$ cat config.mk
export PLATFORM = sky130hd
export DESIGN_NAME = ram_port_arbiter
export DESIGN_NICKNAME = d
export VERILOG_FILES = /design/src/rtl/ram_port_arbiter_pkg.sv /design/src/rtl/ram_port_arbiter_picker.sv /design/src/rtl/ram_port_arbiter.sv
export SDC_FILE = /design/constraint.sdc
export NUM_CORES = 1
export LEC_CHECK = 0
export ABC_CLOCK_PERIOD_IN_PS = 2500
export CAP_MARGIN = 0
export CORE_MARGIN = 2
export CORE_UTILIZATION = 31
export DETAILED_ROUTE_END_ITERATION = 16
export GPL_TIMING_DRIVEN = 0
export HOLD_SLACK_MARGIN = 0.03
export PLACE_DENSITY = 0.87
export SETUP_SLACK_MARGIN = 0.4
export SYNTH_ARGS = -nofsm -noshare
export SYNTH_HDL_FRONTEND = slang
export SYNTH_HIERARCHICAL = 1
export SYNTH_SLANG_ARGS = --single-unit
$ cat constraint.sdc
create_clock -name clk -period 2.5 [get_ports clk]
set_input_delay 0.5 -clock clk [delete_from_list [all_inputs] [get_ports clk]]
set_output_delay 0.5 -clock clk [all_outputs]
set_load 0.01 [all_outputs]
$ cat src/rtl/ram_port_arbiter_pkg.sv
// ram_port_arbiter_pkg: shared sizes and requester indices (0 solver, 1 interpolation, 2 host loader)
package ram_port_arbiter_pkg;
  localparam int WORD_SIZE = 16;
  localparam int ADDRESS_WIDTH = 16;
  localparam int NUM_REQ = 3;
  localparam int LOCK_MAX = 8;
  localparam int REQ_SOLVER = 0;
  localparam int REQ_INTERP = 1;
  localparam int REQ_HOST = 2;
endpackage

$ cat src/rtl/ram_port_arbiter_picker.sv
// rr_priority_picker: first set req bit scanning up from ptr (mod N) -> one-hot win, its index, valid
module rr_priority_picker
  import ram_port_arbiter_pkg::*;
#(
  parameter int N = NUM_REQ,
  parameter int PW = (N > 1) ? $clog2(N) : 1
) (
  input  logic [N-1:0]  req,
  input  logic [PW-1:0] ptr,
  output logic [N-1:0]  win,
  output logic [PW-1:0] win_idx,
  output logic          valid
);
  logic [PW-1:0] j;
  always_comb begin
    win = '0;
    win_idx = '0;
    valid = 1'b0;
    j = '0;
    for (int k = 0; k < N; k++) begin
      j = PW'((int'(ptr) + k) % N);
      if (!valid && req[j]) begin
        valid = 1'b1;
        win_idx = j;
        win[j] = 1'b1;
      end
    end
  end
endmodule

$ cat src/rtl/ram_port_arbiter.sv
// ram_port_arbiter: round-robin RAM port arbiter with bounded lock; req/lock/we/addr/wdata in, gnt/rvalid/rdata and RAM port out
module ram_port_arbiter #(
  parameter int WORD_SIZE = ram_port_arbiter_pkg::WORD_SIZE,
  parameter int ADDRESS_WIDTH = ram_port_arbiter_pkg::ADDRESS_WIDTH,
  parameter int NUM_REQ = ram_port_arbiter_pkg::NUM_REQ,
  parameter int LOCK_MAX = ram_port_arbiter_pkg::LOCK_MAX
) (
  input  logic                               clk,
  input  logic                               rst,
  input  logic [NUM_REQ-1:0]                 req,
  input  logic [NUM_REQ-1:0]                 lock,
  input  logic [NUM_REQ-1:0]                 we,
  input  logic [NUM_REQ*ADDRESS_WIDTH-1:0]   addr,
  input  logic [NUM_REQ*WORD_SIZE-1:0]       wdata,
  output logic [NUM_REQ-1:0]                 gnt,
  output logic [NUM_REQ-1:0]                 rvalid,
  output logic [WORD_SIZE-1:0]               rdata,
  output logic [ADDRESS_WIDTH-1:0]           ram_add,
  output logic [WORD_SIZE-1:0]               ram_wdata,
  input  logic [WORD_SIZE-1:0]               ram_rdata,
  output logic                               ram_en,
  output logic                               mem_write
);
  localparam int PW = (NUM_REQ > 1) ? $clog2(NUM_REQ) : 1;
  localparam int CW = $clog2(LOCK_MAX + 1);
  logic [PW-1:0] ptr;
  logic [PW-1:0] owner;
  logic [PW-1:0] win_idx;
  logic [CW-1:0] lock_cnt;
  logic [NUM_REQ-1:0] win;
  logic valid;
  logic hold;
  rr_priority_picker #(.N(NUM_REQ), .PW(PW)) u_pick (
    .req(req),
    .ptr(ptr),
    .win(win),
    .win_idx(win_idx),
    .valid(valid)
  );
  // current owner keeps the port while it holds req+lock, capped at LOCK_MAX grants in a row
  assign hold = ram_en && req[owner] && lock[owner] && (lock_cnt < CW'(LOCK_MAX - 1));
  assign ram_en = |gnt;
  assign mem_write = ram_en && we[owner];
  assign ram_add = ram_en ? addr[owner*ADDRESS_WIDTH +: ADDRESS_WIDTH] : '0;
  assign ram_wdata = ram_en ? wdata[owner*WORD_SIZE +: WORD_SIZE] : '0;
  assign rdata = ram_rdata;
  always_ff @(posedge clk) begin
    if (rst) begin
      gnt <= '0;
      rvalid <= '0;
      owner <= '0;
      ptr <= '0;
      lock_cnt <= '0;
    end else begin
      rvalid <= gnt & ~we;
      if (hold) begin
        lock_cnt <= lock_cnt + 1'b1;
      end else begin
        gnt <= win;
        lock_cnt <= '0;
        if (valid) begin
          owner <= win_idx;
          ptr <= (win_idx == PW'(NUM_REQ - 1)) ? '0 : win_idx + 1'b1;
        end
      end
    end
  end
endmodule

Yosys cells after proc, flatten, opt, wreduce, memory -nomap -nowiden
Index checks and enable logic that the tools add are counted.
Operators by class
  add/sub/neg operators: 4
  $mul: 0
  divide/modulo/power cells: 3
  magnitude comparators: 8
  eq/ne operators: 1
  shift-type cells: 2
  muxes and demuxes: 30
  bitwise logic cells: 5
  reductions and logical operators: 14
Operator list (number)
  $shiftx 48x7->16: 2
  $mod 32x3->32 const B: 2
  $mod 3x3->32 const B: 1
  $mux 16: 2
  $bmux 1 s2: 6
  $lt 2x3->1 const B: 4
  $mux 1: 12
  $logic_and 1x1->1: 9
  $mux 3: 3
  $mux 2: 4
  $demux 1 s2: 3
  $ge 2x1->1 const B: 3
  $or 3x3->3: 2
  $add 4x1->4 const B: 1
  $lt 4x3->1 const B: 1
  $add 2x1->3 const B: 1
  $add 2x2->3 const B: 1
  $and 3x3->3: 1
  $not 3->3: 1
  $reduce_or 3->1: 1
  $add 2x1->2 const B: 1
  $eq 2x2->1 const B: 1
  $logic_not 1->1: 2
  $reduce_and 2->1: 1
  other kinds (2): 2
Word-level totals
  bits in registers: 14
  bits in latches: 0
  bits in writable memories: 0
  bits in read-only memories: 0
  output and inout port bits: 56
  memories: 0

Logic depth before layout (Yosys ltp)
  word-level depth: 12
  gate-level depth with buffers: 11
  gate-level depth less buffers: 10

Hierarchy
Netlist, hierarchy kept.
Modules (own cells, without submodules)
  ram_port_arbiter: instances 1, cells an instance 231, area an instance 1539.0 um2
  rr_priority_picker: instances 1, cells an instance 53, area an instance 347.8 um2

Least setup slack after synthesis
Ideal clock, no wire load.
  path type: reg2out
  start point: register owner[0]
  end point: output port ram_add[10]
  arrival time: 1.417 ns
  required time: 2.000 ns
  path slack: 0.583 ns
  stages on the path, launching flop included: 7
  path buffers: 2
  cells stage by stage: dfxtp_1 clkbuf_1 buf_2 mux2i_1 nor2_1 a21oi_1 nor2_1
On the way
  word-level cells in the longest chain between the ends: 2
RTL lines
  start: declaration: line ram_port_arbiter.sv:27  | logic [PW-1:0] owner;
  start signal: assignment: line ram_port_arbiter.sv:62  | owner <= win_idx;
  $shiftx 48x7->16: line ram_port_arbiter.sv:44  | assign ram_add = ram_en ? addr[owner*ADDRESS_WIDTH +: ADDRESS_WIDTH] : '0;
  $mux 16: line ram_port_arbiter.sv:44
  end: declaration: line ram_port_arbiter.sv:18  | output logic [ADDRESS_WIDTH-1:0] ram_add,
No other way between the ends.

Worst setup path after layout
  start point: register owner[1]
  end point: output port ram_wdata[3]
On the way
  word-level cells in the longest chain between the ends: 2
RTL lines
  $shiftx 48x7->16: line ram_port_arbiter.sv:45  | assign ram_wdata = ram_en ? wdata[owner*WORD_SIZE +: WORD_SIZE] : '0;
  $mux 16: line ram_port_arbiter.sv:45
  end: declaration: line ram_port_arbiter.sv:19  | output logic [WORD_SIZE-1:0] ram_wdata,
No other way between the ends.

==> impl_metrics.json <==
{
  "status": "completed",
  "route.antenna.remaining_nets": 0,
  "syn_area_per_cell_um2": 6.64,
  "timing.fmax_mhz": 477,
  "syn-instance-count": 284,
  "cp.arrival_ps": 1600,
  "min-delay-start": "lock_cnt[0]",
  "post-route-min-period_ps": 2100,
  "num_antenna_cells": 0,
  "grt.total_usage": 0.222,
  "pin_count": 179,
  "cts_buffers": 3,
  "min_path_type": "reg2reg",
  "grt.overflow.total": 0,
  "final_common_cell": "sky130_fd_sc_hd__clkdlybuf4s50_1",
  "via_per_inst": 5.06,
  "crit-reg2reg-launch": "lock_cnt[0]",
  "clk_root_buffer_cell": "sky130_fd_sc_hd__clkbuf_8",
  "place.port_buffers": 162,
  "most-common-layout-cells": "sky130_fd_sc_hd__clkdlybuf4s50_1, sky130_fd_sc_hd__nor2_1, sky130_fd_sc_hd__buf_4",
  "ys_ff_latch": 14,
  "fp.dieW_um": 82.0,
  "dominantRegCellSynth": "sky130_fd_sc_hd__dfxtp_1",
  "grt_antenna_before_repair": 0,
  "worst_setup_path_end_kind": "output pin",
  "timing.critical_path.from": "owner[1]",
  "drc_errors": 0,
  "synth.lib_cells_used.distinct": 47,
  "vdd_drop_max_mv": 0.539,
  "synth-edff-count": 0,
  "grt_max_degree": 11,
  "ctsHtreeMaxLevel": 1,
  "syn_nets": 412,
  "tritoncts_clock_tree": "done",
  "cp_data_required_time_ps": 2000,
  "post_synth_design_cell_area_mm2": 0.00189,
  "synth.yosys.seq_area_share": 0.149,
  "die_h_um": 82.0,
  "final_period_util": 0.838,
  "power_leakage_nw": 1.76,
  "worst-slew-pin-transition_ps": 554,
  "fin_tns_setup_ps": 0,
  "syn_to_final_growth_pct": 116,
  "finalHoldViolations": 0,
  "detail_route.wl_per_cell_um": 15.7,
  "wirelength_um": 8780,
  "finalWeightedCongestion": 0.831,
  "yosysWarningCount": 6,
  "detailedPlacementHpwl_um": 6340,
  "fp.dieArea_mm2": 0.00673,
  "synth-async-reset-ratio": 0,
  "crit_path_start_kind": "flip-flop",
  "clkTransAtPathRegs_ps": 60,
  "vias": 2823,
  "drive_gt1_frac": 0.277,
  "timing_worst_setup_path_type": "reg2out",
  "drt_pre_antenna_iters": 5,
  "hold_buffers": 0,
  "setup_violation_total_in_the_final_timing_report": 0,
  "power.density_mw_per_mm2": 867,
  "finalPower_mw": 3.54,
  "slew_headroom": 0.628,
  "critical_path_peak_fanout": 10,
  "max_cap_violations": 0,
  "clock-sinks": 14,
  "maxSlewViolCount": 0,
  "clock-skew-final_ps": 3.83,
  "core_area_mm2": 0.00589,
  "initial_utilization": 0.321,
  "nNetsFinal": 612,
  "core.rowCount": 28,
  "rsz0062_at_grt": "yes",
  "first_global_vias": 2552,
  "worst_skew_pair.late_latency_ps": 250,
  "grt_pass1_wl_um": 11900,
  "clk_path_buf_depth": 2,
  "drtIter0Drc": 141
}
==> power breakdown <==
part / internal (mW) / switching (mW)
combinational: 1.50 / 1.47
clock: 0.140 / 0.0837
sequential: 0.281 / 0.0601
total: 1.93 / 1.61
==> metal layers <==
layer,global-route usage,part of all wire,vias up
met5,0,0,-
met4,0.0233,0.011,0
met3,0.0418,0.065,12
met2,0.408,0.54,122
met1,0.276,0.39,1313
li1,-,-,1376
==> stage by stage <==
| stage | hold slack (ps) | cell area, um^2 | cells | utilization | setup WS, ps |
|---|---|---|---|---|---|
| finish | 476 | 4080 | 558 | 0.693 | 405 |
| global route | 495 | 4080 | 558 | 0.693 | 353 |
| CTS | 460 | 3870 | 541 | 0.657 | 277 |
| detailed placement | 451 | 3600 | 521 | 0.612 | -351 |
| global placement | 443 | 3600 | 521 | 0.612 | -333 |
| floorplan | 432 | 1890 | 284 | - | 583 |
==> synth_stat cells (2+ instances only) <==
cell type	instances	area [um^2]
sky130_fd_sc_hd__a21oi_1	42	210
sky130_fd_sc_hd__ha_1	5	62.6
sky130_fd_sc_hd__nand3_1	8	40.0
sky130_fd_sc_hd__buf_1	3	11.3
sky130_fd_sc_hd__o211ai_1	2	15.0
sky130_fd_sc_hd__inv_1	7	26.3
sky130_fd_sc_hd__a21o_1	2	15.0
sky130_fd_sc_hd__mux2i_1	34	340
sky130_fd_sc_hd__clkbuf_1	10	37.5
sky130_fd_sc_hd__nand4_1	2	12.5
sky130_fd_sc_hd__nor2_1	70	263
sky130_fd_sc_hd__nand2_1	17	63.8
sky130_fd_sc_hd__dfxtp_1	14	280
sky130_fd_sc_hd__clkbuf_2	2	10.0
sky130_fd_sc_hd__a211oi_1	2	15.0
sky130_fd_sc_hd__buf_2	3	15.0
sky130_fd_sc_hd__nand2b_1	3	18.8
sky130_fd_sc_hd__a32oi_1	2	17.5
sky130_fd_sc_hd__buf_4	16	120
sky130_fd_sc_hd__nor3_1	5	25.0
sky130_fd_sc_hd__o21ai_0	5	25.0
sky130_fd_sc_hd__nor3b_1	4	30.0
sky130_fd_sc_hd__nor2b_1	2	12.5
==> path summary, 6_finish.rpt <==
kind,slack (ps),endpoint,cells after the start
setup / recovery,400,ram_wdata[3],6
hold / removal,480,lock_cnt[0],1
setup reg to reg,450,owner[1],5
hold reg to reg,480,lock_cnt[0],1
==> cells by family after synthesis <==
family | share of synthesized area
AND/OR/NAND/NOR | 0.292
multiplexers | 0.188
adder cells (fa/ha/maj) | 0.0332
flip-flops | 0.149
XOR/XNOR | 0.00929
buffers and inverters | 0.123
AO/OA/AOI/OAI | 0.207
==> final cells by class <==
cell class / instances / area, um^2
inverter: 7 / 26.3
buffer: 35 / 342
fill: 473 / 1800
multi-input combinational: 228 / 1490
timing repair buffer: 195 / 1780
clock buffer: 4 / 55.1
sequential: 14 / 289
tap: 75 / 93.8
==> timing repair <==
action,4_1_cts,5_1_grt
endpoints found under the hold margin,0,0
resized for setup,103,95
pin swaps,1,7
gates cloned,2,2
buffers inserted,14,15
endpoints found under the setup margin,42,39
==> worst max-delay path: stages (launching register included) <==
cell	delay (ps)
sky130_fd_sc_hd__dfxtp_1	380
sky130_fd_sc_hd__clkbuf_4	240
sky130_fd_sc_hd__clkbuf_4	220
sky130_fd_sc_hd__nor2_1	70
sky130_fd_sc_hd__a21oi_1	150
sky130_fd_sc_hd__nor2_1	60
sky130_fd_sc_hd__clkdlybuf4s15_2	220
==> state kept, by name, indices dropped and copies added (netlist names) <==
signal / cells
gnt: 3
owner: 2
rvalid: 3
ptr: 2
lock_cnt: 4
Note: power is estimated with default switching activity, not from simulation.
